`src/rtl/fb_arb_pkg.sv`:
```
// Shared encodings and default parameters for the framebuffer arbiter.
package fb_arb_pkg;

  typedef enum logic [1:0] {
    ST_IDLE  = 2'd0,
    ST_SETUP = 2'd1,
    ST_ISSUE = 2'd2,
    ST_ACK   = 2'd3
  } state_t;

  typedef enum logic {
    OP_RD = 1'b0,
    OP_WR = 1'b1
  } op_t;

  localparam int DEF_WIDTH        = 32;
  localparam int DEF_STARVE_LIMIT = 4;
  localparam int DEF_TIMEOUT      = 1023;

endpackage

```
`src/rtl/fb_arb_pick.sv`:
```
// Read-priority grant decision with a write-starvation streak counter.
module fb_arb_pick
  import fb_arb_pkg::*;
#(
  parameter int STARVE_LIMIT = DEF_STARVE_LIMIT
) (
  input  logic clk,
  input  logic rst,
  input  logic i_rd_req,
  input  logic i_wr_req,
  input  logic i_grant_en,
  output op_t  o_op
);

  localparam int SW = $clog2(STARVE_LIMIT + 2);
  localparam logic [SW-1:0] LIM = SW'(STARVE_LIMIT);

  logic [SW-1:0] r_streak;
  logic          w_starved;

  assign w_starved = (r_streak == LIM);
  assign o_op      = (i_wr_req && (!i_rd_req || w_starved)) ? OP_WR : OP_RD;

  // Streak only grows while a write is actually being passed over.
  always_ff @(posedge clk) begin
    if (!rst) begin
      r_streak <= '0;
    end else if (i_grant_en) begin
      if (o_op == OP_RD && i_wr_req) begin
        if (!w_starved) r_streak <= r_streak + 1'b1;
      end else begin
        r_streak <= '0;
      end
    end
  end

endmodule

```
`src/rtl/fb_arbiter.sv`:
```
// Framebuffer arbiter: one outstanding read/write transaction through
// IDLE -> SETUP -> ISSUE -> ACK, with an ISSUE-phase timeout.
module fb_arbiter
  import fb_arb_pkg::*;
#(
  parameter int WIDTH        = DEF_WIDTH,
  parameter int STARVE_LIMIT = DEF_STARVE_LIMIT,
  parameter int TIMEOUT      = DEF_TIMEOUT
) (
  input  logic             clk,
  input  logic             rst,
  input  logic             rd_req,
  input  logic [15:0]      rd_x,
  input  logic [15:0]      rd_y,
  output logic             rd_ack,
  output logic [WIDTH-1:0] rd_rgb,
  input  logic             wr_req,
  input  logic [15:0]      wr_x,
  input  logic [15:0]      wr_y,
  input  logic [WIDTH-1:0] wr_rgb,
  output logic             wr_ack,
  output logic             fb_do_read,
  output logic             fb_do_write,
  output logic [15:0]      fb_pix_x,
  output logic [15:0]      fb_pix_y,
  output logic [WIDTH-1:0] fb_write_rgb,
  input  logic [WIDTH-1:0] fb_read_rgb,
  input  logic             fb_done,
  output logic             timeout_err
);

  localparam int CW = $clog2(TIMEOUT + 1);
  localparam logic [CW-1:0] CNT_LAST = CW'(TIMEOUT - 1);

  state_t           r_state, w_next;
  op_t              r_op, w_op;
  logic [15:0]      r_x, r_y;
  logic [WIDTH-1:0] r_wrgb, r_rgb;
  logic [CW-1:0]    r_cnt;
  logic             r_tout, w_tout, w_grant;

  assign w_grant = (r_state == ST_IDLE) && (rd_req || wr_req);

  fb_arb_pick #(.STARVE_LIMIT(STARVE_LIMIT)) u_pick (
    .clk        (clk),
    .rst        (rst),
    .i_rd_req   (rd_req),
    .i_wr_req   (wr_req),
    .i_grant_en (w_grant),
    .o_op       (w_op)
  );

  always_comb begin
    w_next = r_state;
    w_tout = 1'b0;
    case (r_state)
      ST_IDLE:  if (rd_req || wr_req) w_next = ST_SETUP;
      ST_SETUP: w_next = ST_ISSUE;
      ST_ISSUE: begin
        if (fb_done) begin
          w_next = ST_ACK;
        end else if (r_cnt == CNT_LAST) begin
          w_next = ST_ACK;
          w_tout = 1'b1;
        end
      end
      ST_ACK:   w_next = ST_IDLE;
      default:  w_next = ST_IDLE;
    endcase
  end

  always_ff @(posedge clk) begin
    if (!rst) begin
      r_state <= ST_IDLE;
      r_op    <= OP_RD;
      r_x     <= '0;
      r_y     <= '0;
      r_wrgb  <= '0;
      r_rgb   <= '0;
      r_cnt   <= '0;
      r_tout  <= 1'b0;
    end else begin
      r_state <= w_next;
      r_tout  <= w_tout;
      r_cnt   <= (r_state == ST_ISSUE) ? r_cnt + 1'b1 : '0;
      if (w_grant) begin
        r_op   <= w_op;
        r_x    <= (w_op == OP_WR) ? wr_x : rd_x;
        r_y    <= (w_op == OP_WR) ? wr_y : rd_y;
        r_wrgb <= wr_rgb;
      end
      // An aborted read returns zero rather than stale data.
      if (r_state == ST_ISSUE && r_op == OP_RD) begin
        if (fb_done)     r_rgb <= fb_read_rgb;
        else if (w_tout) r_rgb <= '0;
      end
    end
  end

  assign fb_do_read   = (r_state == ST_ISSUE) && (r_op == OP_RD);
  assign fb_do_write  = (r_state == ST_ISSUE) && (r_op == OP_WR);
  assign rd_ack       = (r_state == ST_ACK) && (r_op == OP_RD);
  assign wr_ack       = (r_state == ST_ACK) && (r_op == OP_WR);
  assign timeout_err  = r_tout;
  assign fb_pix_x     = r_x;
  assign fb_pix_y     = r_y;
  assign fb_write_rgb = r_wrgb;
  assign rd_rgb       = r_rgb;

endmodule

```
`config.mk`:
```
export PLATFORM = sky130hd
export DESIGN_NAME = fb_arbiter
export DESIGN_NICKNAME = d
export VERILOG_FILES = /design/src/rtl/fb_arb_pkg.sv /design/src/rtl/fb_arb_pick.sv /design/src/rtl/fb_arbiter.sv
export SDC_FILE = /design/constraint.sdc
export NUM_CORES = 1
export LEC_CHECK = 0
export ABC_AREA = 1
export BUFFER_PORTS_ARGS = -buffer_cell sky130_fd_sc_hd__buf_2
export CAP_MARGIN = 20
export CELL_PAD_IN_SITES_DETAIL_PLACEMENT = 0
export CELL_PAD_IN_SITES_GLOBAL_PLACEMENT = 1
export CORE_MARGIN = 5
export CORE_UTILIZATION = 33
export CTS_BUF_LIST = sky130_fd_sc_hd__clkbuf_8
export DETAILED_ROUTE_END_ITERATION = 8
export PLACE_DENSITY_LB_ADDON = 0.1
export SLEW_MARGIN = 30
export SYNTH_ARGS = -nofsm -noshare
export SYNTH_HDL_FRONTEND = slang
export SYNTH_SLANG_ARGS = --single-unit
```
`constraint.sdc`:
```
create_clock -name clk -period 2 [get_ports clk]
set_clock_uncertainty 0.1 [all_clocks]
set_input_delay 0.4 -clock clk [delete_from_list [all_inputs] [get_ports clk]]
set_output_delay 0.4 -clock clk [all_outputs]
set_load 0.005 [all_outputs]
```
==> summary.txt, run 1 <==
Global routing
  • Vias in the first global route: 4,554
  • Total global-route track usage: 0.1636
  • Global-route wire length before repair: 22.11 mm
  • Pin count of the biggest net entering global routing: 76
  • Antenna violations before repair: 1
  • Total congestion overflow after global routing: 0

Yosys
  • Count of flip-flops with a built-in enable after synthesis: 0
  • Net count after synthesis: 743
  • List of most frequent post-synthesis cells: sky130_fd_sc_hd__nand2_1, sky130_fd_sc_hd__dfxtp_1, sky130_fd_sc_hd__nor2_1
  • Share of Yosys cell area claimed by the top area cell type: 0.4711
  • Main combinational cell family by area after synthesis: simple AND/OR/NAND/NOR gates
  • Compound-Gate Fraction of Synth Area: 0.1597
  • Portion of netlist area occupied by mux cells: 0
  • Dominant register cell in the synthesized netlist: sky130_fd_sc_hd__dfxtp_1
  • Sequential cell area fraction in the yosys report: 0.4711
  • Register bit total from synthesis: 113
  • Most numerous cell in the Yosys netlist: sky130_fd_sc_hd__nand2_1
  • Top cells by area, synth: sky130_fd_sc_hd__dfxtp_1, sky130_fd_sc_hd__nand2_1, sky130_fd_sc_hd__nor2_1
  • Cell Area, Synth: 4802 um^2
  • Average cell area after synthesis: 7.964 um^2
  • Post-synthesis async set-or-reset flop share: 0
  • Area leader, netlist: sky130_fd_sc_hd__dfxtp_1
  • Count of cell types in the netlist: 30
  • Share of the synthesized netlist area taken by xor and xnor gates: 0.005472
  • Area fraction in and, or, nand and nor cells after synthesis: 0.2535
  • Mapped Cells: 603
  • Post-Synth Adder-Cell Area: 0.01824
  • Number of warnings printed during yosys synthesis: 0

Power and ir drop
  • P_leak: 0.003177 uW
  • Power density over cell area: 1207 nW/um^2
  • Register share of total power: 0.404
  • Combinational power share: 0.348
  • Maximum resistive drop on vdd: 0.5394 mV
  • Clock share of power: 0.248
  • Share of total power consumed by net switching: 0.3595
  • Switching pwr: 2807 uW
  • Total internal power: 5002 uW

Flow run
  • Number of maximum-capacitance constraint violations: 0

Drt
  • Vias per cell: 4.498
  • Routed WL: 13.72 mm
  • Avg WL per Cell: 13.40 um
  • DRC Markers: 0
  • Detailed-routing iteration count for the pre-antenna-repair pass: 4
  • Violation count after the first detailed-route iteration: 202
  • Detailed-route via count: 4,606
  • Count of nets left with antenna violations after detail routing: 0

Final layout
  • Area Growth Syn to Fin: 34.71%
  • Antenna diode instance count: 0
  • Cell Count, Final, Fillers Out: 1,024
  • Layout cells sized above 1: 0.4369
  • Number of nets at the end of the flow: 968
  • Number of filler cells placed in the layout: 1,545
  • Final cell area excluding filler cells: 6469 um^2

Setup path
  • Worst reg-to-reg setup slack: 0.27 ns
  • Data arrival time of the critical path: 1.37 ns
  • Crit Path Max Fanout: 4
  • Type of element capturing the critical path: output pin
  • Type of the setup path with the least slack: reg -> out
  • Sort of element at the start of the critical path: flop
  • Crit path required time: 1.50 ns

Clock tree
  • Number of buffers on the longest clock path: 2
  • Clock edge transition at the registers on the reported setup and hold paths: 0.07 ns
  • Worst-skew pair later-pin latency: 0.42 ns
  • Clock root buffer: sky130_fd_sc_hd__clkbuf_8
  • Number of buffers inserted by hold repair at cts: 0
  • Number of clock sinks: 113
  • Maximum level of the CTS H-tree: 4
  • Clock tree from TritonCTS: built
  • Total CTS buffers: 17

Place
  • Number of port buffers: 233
  • Area of placed instances: 6110 um^2
  • Setup slack after placement: 0.2785 ns
  • HPWL after detailed placement: 10.04 mm
  • Global placement routability congestion: 0.7911
  • DP Cell Count: 993

Timing
  • Actual transition at the worst max-transition pin: 0.5853 ns
  • Setup TNS: 0 ns
  • Final max-slew violation count: 0
  • Worst-case headroom to the max-slew limit: 0.6092
  • Highest Clock Rate: 534.2 MHz
  • RSZ-0062 raised after global routing: no
  • # setup viols final: 0
  • Post-layout worst setup margin: 0.1281 ns
  • Fin. Hold Viols: 0
  • Final Critical Period: 1.872 ns
  • Final period utilization: 0.9360

Floorplan
  • Die area: 17,060 um^2
  • Initial Utilization: 0.3329
  • Die W: 130.6 um
  • Placement Rows: 44
  • Total core area: 14,420 um^2
  • Die height: 130.6 um
  • Ports placed on the boundary: 234

Worst hold path
  • Hold Path Class: in -> reg

Status
  • Result of the run: complete, no violations
[placed cells by master (no fill, tap or decap), drive strengths merged]
master	Yosys	layout
a211oi	2	2
a21oi	41	41
buf	28	243
bufinv	0	1
clkbuf	9	19
clkinv	0	8
clkinvlp	0	3
dfxtp	113	113
ha	7	7
inv	54	54
nand2	152	152
nand3	38	38
nand4	1	1
nor2	78	78
nor3	6	6
nor3b	1	1
nor4	1	1
o211ai	32	32
o21ai	35	35
o21bai	2	2
xnor2	2	2
xor2	1	1
[power groups by stage]
stage               sequential (uW)  combinational, uW  clock [uW]
floorplan                      3220               1700           0
global placement               3180               2720           0
detailed placement             3190               2770           0
CTS                            3160               2770        2030
global route                   3230               3110        2140
finish                         3160               2720        1930
[sequential cells by signal, summed over array words and instances, names as in the netlist]
register,cells
fb_write_rgb,32
rd_rgb,32
fb_pix_x,16
fb_pix_y,16
r_cnt,10
u_pick.r_streak,3
r_state,2
r_op,1
timeout_err,1
[area by class of cell]
class                           count  area [um^2]  area share
Timing Repair Buffer              243         1316      0.2035
Clock inverter                     12        92.59     0.01431
Multi-Input combinational cell    399         2101      0.3248
Tap cell                          184        230.2     0.03559
Inverter                           54        202.7     0.03133
Sequential cell                   113         2265      0.3501
Clock buffer                       19        261.5     0.04043
[worst max-delay path, stage by stage, from the launching register on]
cell,delay (ns)
sky130_fd_sc_hd__dfxtp_2,0.32
sky130_fd_sc_hd__inv_2,0.07
sky130_fd_sc_hd__ha_2,0.19
sky130_fd_sc_hd__buf_4,0.14
sky130_fd_sc_hd__nand2_1,0.05
sky130_fd_sc_hd__inv_1,0.06
sky130_fd_sc_hd__buf_2,0.11
[what timing repair did]
action,in CTS,in global routing
cloned,0,0
resized for setup,1,3
setup buffers,0,0
setup endpoints to repair,1,2
[per-stage QoR]
step,total power (uW),hold WS [ns],utilization
6_report,7809,0.05174,0.4485
5_1_grt,8472,0.02488,0.4485
4_1_cts,7958,0.01488,0.4483
3_5_place_dp,5954,0.3483,0.4236
3_3_place_gp,5898,0.3451,0.4236
2_1_floorplan,4924,0.3526,-
[cell families (layout without fill, tap and decap cells)]
group / after synthesis / in the layout
buffers and inverters: 91 / 328
flip-flops: 113 / 113
adder cells (fa/ha/maj): 7 / 7
XOR/XNOR: 3 / 3
AND/OR/NAND/NOR: 277 / 277
AO/OA/AOI/OAI: 112 / 112
[metal layers]
metal,track usage,wire length [um]
met1,0.1984,5741
met2,0.2621,6550
met3,0.06626,1214
met4,0.05989,197
met5,0,13
[final timing paths]
| check | from | endpoint | cells after the start |
|---|---|---|---|
| max | r_state[0] | fb_do_write | 6 |
| min reg2reg | rd_rgb[14] | rd_rgb[14] | 2 |
| min | fb_done | timeout_err | 2 |
| max reg2reg | u_pick.r_streak[0] | fb_pix_y[15] | 10 |
Power figures use the tool's default switching activity.
==> inputs of run 2 (changes only) <==
--- a/config.mk
+++ b/config.mk
@@ -11,7 +11,7 @@
 export CELL_PAD_IN_SITES_DETAIL_PLACEMENT = 0
 export CELL_PAD_IN_SITES_GLOBAL_PLACEMENT = 1
 export CORE_MARGIN = 5
-export CORE_UTILIZATION = 33
+export CORE_UTILIZATION = 36
 export CTS_BUF_LIST = sky130_fd_sc_hd__clkbuf_8
 export DETAILED_ROUTE_END_ITERATION = 8
 export PLACE_DENSITY_LB_ADDON = 0.1
==> constraint.sdc (replaced) <==
create_clock -name clk -period 2.2 [get_ports clk]
set_clock_uncertainty 0.1 [all_clocks]
set_input_delay 0.44 -clock clk [delete_from_list [all_inputs] [get_ports clk]]
set_output_delay 0.44 -clock clk [all_outputs]
set_load 0.005 [all_outputs]
==> summary.txt, run 2 (synthesized netlist as in run 1, its figures left out) <==
Global routing
  • Global-route wire length before repair: 22.30 mm (was 22.11 mm)
  • Total global-route track usage: 0.1759 (was 0.1636)
  • Total congestion overflow after global routing: 0 (unchanged)
  • Vias in the first global route: 4,588 (was 4,554)
  • Antenna violations before repair: 1 (unchanged)
  • Pin count of the biggest net entering global routing: 61 (was 76)

Final layout
  • Commonest non-fill, non-tap cell in the layout: sky130_fd_sc_hd__buf_2 (unchanged)
  • Commonest cells after routing, fill and taps aside: sky130_fd_sc_hd__buf_2, sky130_fd_sc_hd__nand2_1, sky130_fd_sc_hd__dfxtp_1, sky130_fd_sc_hd__nor2_1, sky130_fd_sc_hd__inv_1 (was sky130_fd_sc_hd__buf_2, sky130_fd_sc_hd__nand2_1, sky130_fd_sc_hd__dfxtp_1, sky130_fd_sc_hd__nor2_1, sky130_fd_sc_hd__nand3_1)
  • Area Growth Syn to Fin: 33.14% (was 34.71%)
  • Layout cells sized above 1: 0.4250 (was 0.4369)
  • Final core utilization: 0.4867 (was 0.4485)
  • Number of nets at the end of the flow: 967 (was 968)
  • Antenna diode instance count: 0 (unchanged)
  • Cell Count, Final, Fillers Out: 1,016 (was 1,024)

Clock tree
  • Maximum level of the CTS H-tree: 4 (unchanged)
  • Number of clock sinks: 113 (unchanged)
  • Number of buffers inserted by hold repair at cts: 0 (unchanged)
  • Clock root buffer: sky130_fd_sc_hd__clkbuf_8 (unchanged)
  • Total CTS buffers: 17 (unchanged)
  • Clock edge transition at the registers on the reported setup and hold paths: 0.07 ns (about the same)
  • Clock tree from TritonCTS: built (unchanged)
  • Number of buffers on the longest clock path: 2 (unchanged)
  • Worst-skew pair later-pin latency: 0.43 ns (was 0.42 ns)
  • Post-CTS Resized: 0 (was 1)
  • Number of setup buffers added after CTS: 0 (unchanged)

Floorplan
  • Die height: 125.5 um (was 130.6 um)
  • Die W: 125.5 um (was 130.6 um)
  • Ports placed on the boundary: 234 (unchanged)
  • Placement Rows: 42 (was 44)
  • Die area: 15,750 um^2 (was 17,060 um^2)
  • Initial Utilization: 0.3655 (was 0.3329)
  • Total core area: 13,140 um^2 (was 14,420 um^2)

Timing
  • Highest Clock Rate: 495.7 MHz
  • Final Critical Period: 2.017 ns
  • Final period utilization: 0.9170
  • RSZ-0062 raised after global routing: no (unchanged)
  • Fin. Hold Viols: 0 (unchanged)
  • Post-layout worst setup margin: 0.1827 ns (was 0.1281 ns)
  • Final max-slew violation count: 0 (unchanged)
  • Worst-case headroom to the max-slew limit: 0.6019 (was 0.6092)
  • # setup viols final: 0 (unchanged)
  • Actual transition at the worst max-transition pin: 0.5962 ns (was 0.5853 ns)
  • Setup TNS: 0 ns (unchanged)

Setup path
  • Critical path cell sequence: inv_1 -> ha_1 -> inv_2 -> nor2_2 -> buf_2 (was inv_2 -> ha_2 -> buf_4 -> nand2_1 -> inv_1 -> buf_2)
  • Crit path required time: 1.66 ns (was 1.50 ns)
  • Data arrival time of the critical path: 1.48 ns (was 1.37 ns)
  • Crit path max-delay cell type: sky130_fd_sc_hd__dfxtp_1 (was sky130_fd_sc_hd__dfxtp_2)
  • Sort of element at the start of the critical path: flop (unchanged)
  • Type of element capturing the critical path: output pin (unchanged)
  • Delay of the slowest cell on the worst path: 0.31 ns (was 0.32 ns)
  • Cells on worst reg2reg path: 10 (unchanged)
  • Type of the setup path with the least slack: reg -> out (unchanged)
  • Worst reg-to-reg setup slack: 0.43 ns (was 0.27 ns)
  • Crit Path Max Fanout: 5 (was 4)

Power and ir drop
  • Share of total power consumed by net switching: 0.3619 (was 0.3595)
  • Clock share of power: 0.239 (was 0.248)
  • Maximum resistive drop on vdd: 0.5455 mV (was 0.5394 mV)
  • Combinational power share: 0.352 (was 0.348)
  • Pwr Total: 6985 uW (was 7809 uW)
  • P_leak: 0.003176 uW (was 0.003177 uW)
  • Total internal power: 4457 uW (was 5002 uW)
  • Switching pwr: 2528 uW (was 2807 uW)
  • Register share of total power: 0.409 (was 0.404)
  • Power density over cell area: 1092 nW/um^2 (was 1207 nW/um^2)

Drt
  • Avg WL per Cell: 13.68 um (was 13.40 um)
  • Detailed-routing iteration count for the pre-antenna-repair pass: 4 (unchanged)
  • Routed WL: 13.90 mm (was 13.72 mm)
  • Count of nets left with antenna violations after detail routing: 0 (unchanged)
  • Detailed-route via count: 4,633 (was 4,606)
  • Vias per cell: 4.560 (was 4.498)
  • DRC Markers: 0 (unchanged)
  • Violation count after the first detailed-route iteration: 195 (was 202)

Worst hold path
  • Hold Path Class: in -> reg (unchanged)
  • Number of stages on the worst hold path: 2 (unchanged)

Place
  • Number of port buffers: 233 (unchanged)
  • Setup slack after placement: 0.4329 ns (was 0.2785 ns)
  • HPWL after detailed placement: 10.06 mm (was 10.04 mm)
  • Global placement routability congestion: 0.7815 (was 0.7911)
  • DP Cell Count: 984 (was 993)

Status
  • Result of the run: complete, no violations (unchanged)

Flow run
  • Number of maximum-capacitance constraint violations: 0 (unchanged)
-- run 2: worst paths after layout --
path                                    startpoint            to
worst max-delay path                    r_state[0]    fb_do_read
worst max register to register  u_pick.r_streak[0]  fb_pix_x[11]
worst min register to register          rd_rgb[21]    rd_rgb[21]
worst min-delay path                       fb_done   timeout_err
-- run 2: final cells by class --
cell class | count | area (um^2)
inverters | 54 | 202.7
clock buffers | 21 | 289.0
fillers | 1361 | 6744
flip-flops and latches | 113 | 2262
multi-input cells | 399 | 2098
clock inverters | 11 | 50.05
repair buffers | 242 | 1271
well taps | 176 | 220.2
-- run 2: per-layer routing --
metal	vias up	global-route usage	wire length [um]
li1	2388	-	-
met1	2071	0.1971	5728
met2	149	0.2885	6666
met3	23	0.08529	1229
met4	2	0.06824	259
met5	-	0	13
-- run 2: critical path, delay by kind of cell, from the launching register on --
family	cells	cell delay (ns)
flip-flops	1	0.31
AND/OR/NAND/NOR	1	0.16
buffers and inverters	3	0.32
adder cells (fa/ha/maj)	1	0.26
-- run 2: power groups by stage --
stage / registers [uW] / logic, uW / clock network (uW)
floorplan: 2930 / 1550 / 0
global placement: 2880 / 2450 / 0
detailed placement: 2890 / 2500 / 0
CTS: 2860 / 2500 / 1740
global route: 2930 / 2800 / 1840
finish: 2860 / 2460 / 1670
-- run 2: per-stage QoR --
step,hold slack (ns),cell area [um^2]
after global routing,0.07881,6394
after floorplan,0.3526,4802
final,0.09790,6394
after global placement,0.3477,6055
after CTS,0.05919,6394
after detailed placement,0.3513,6055
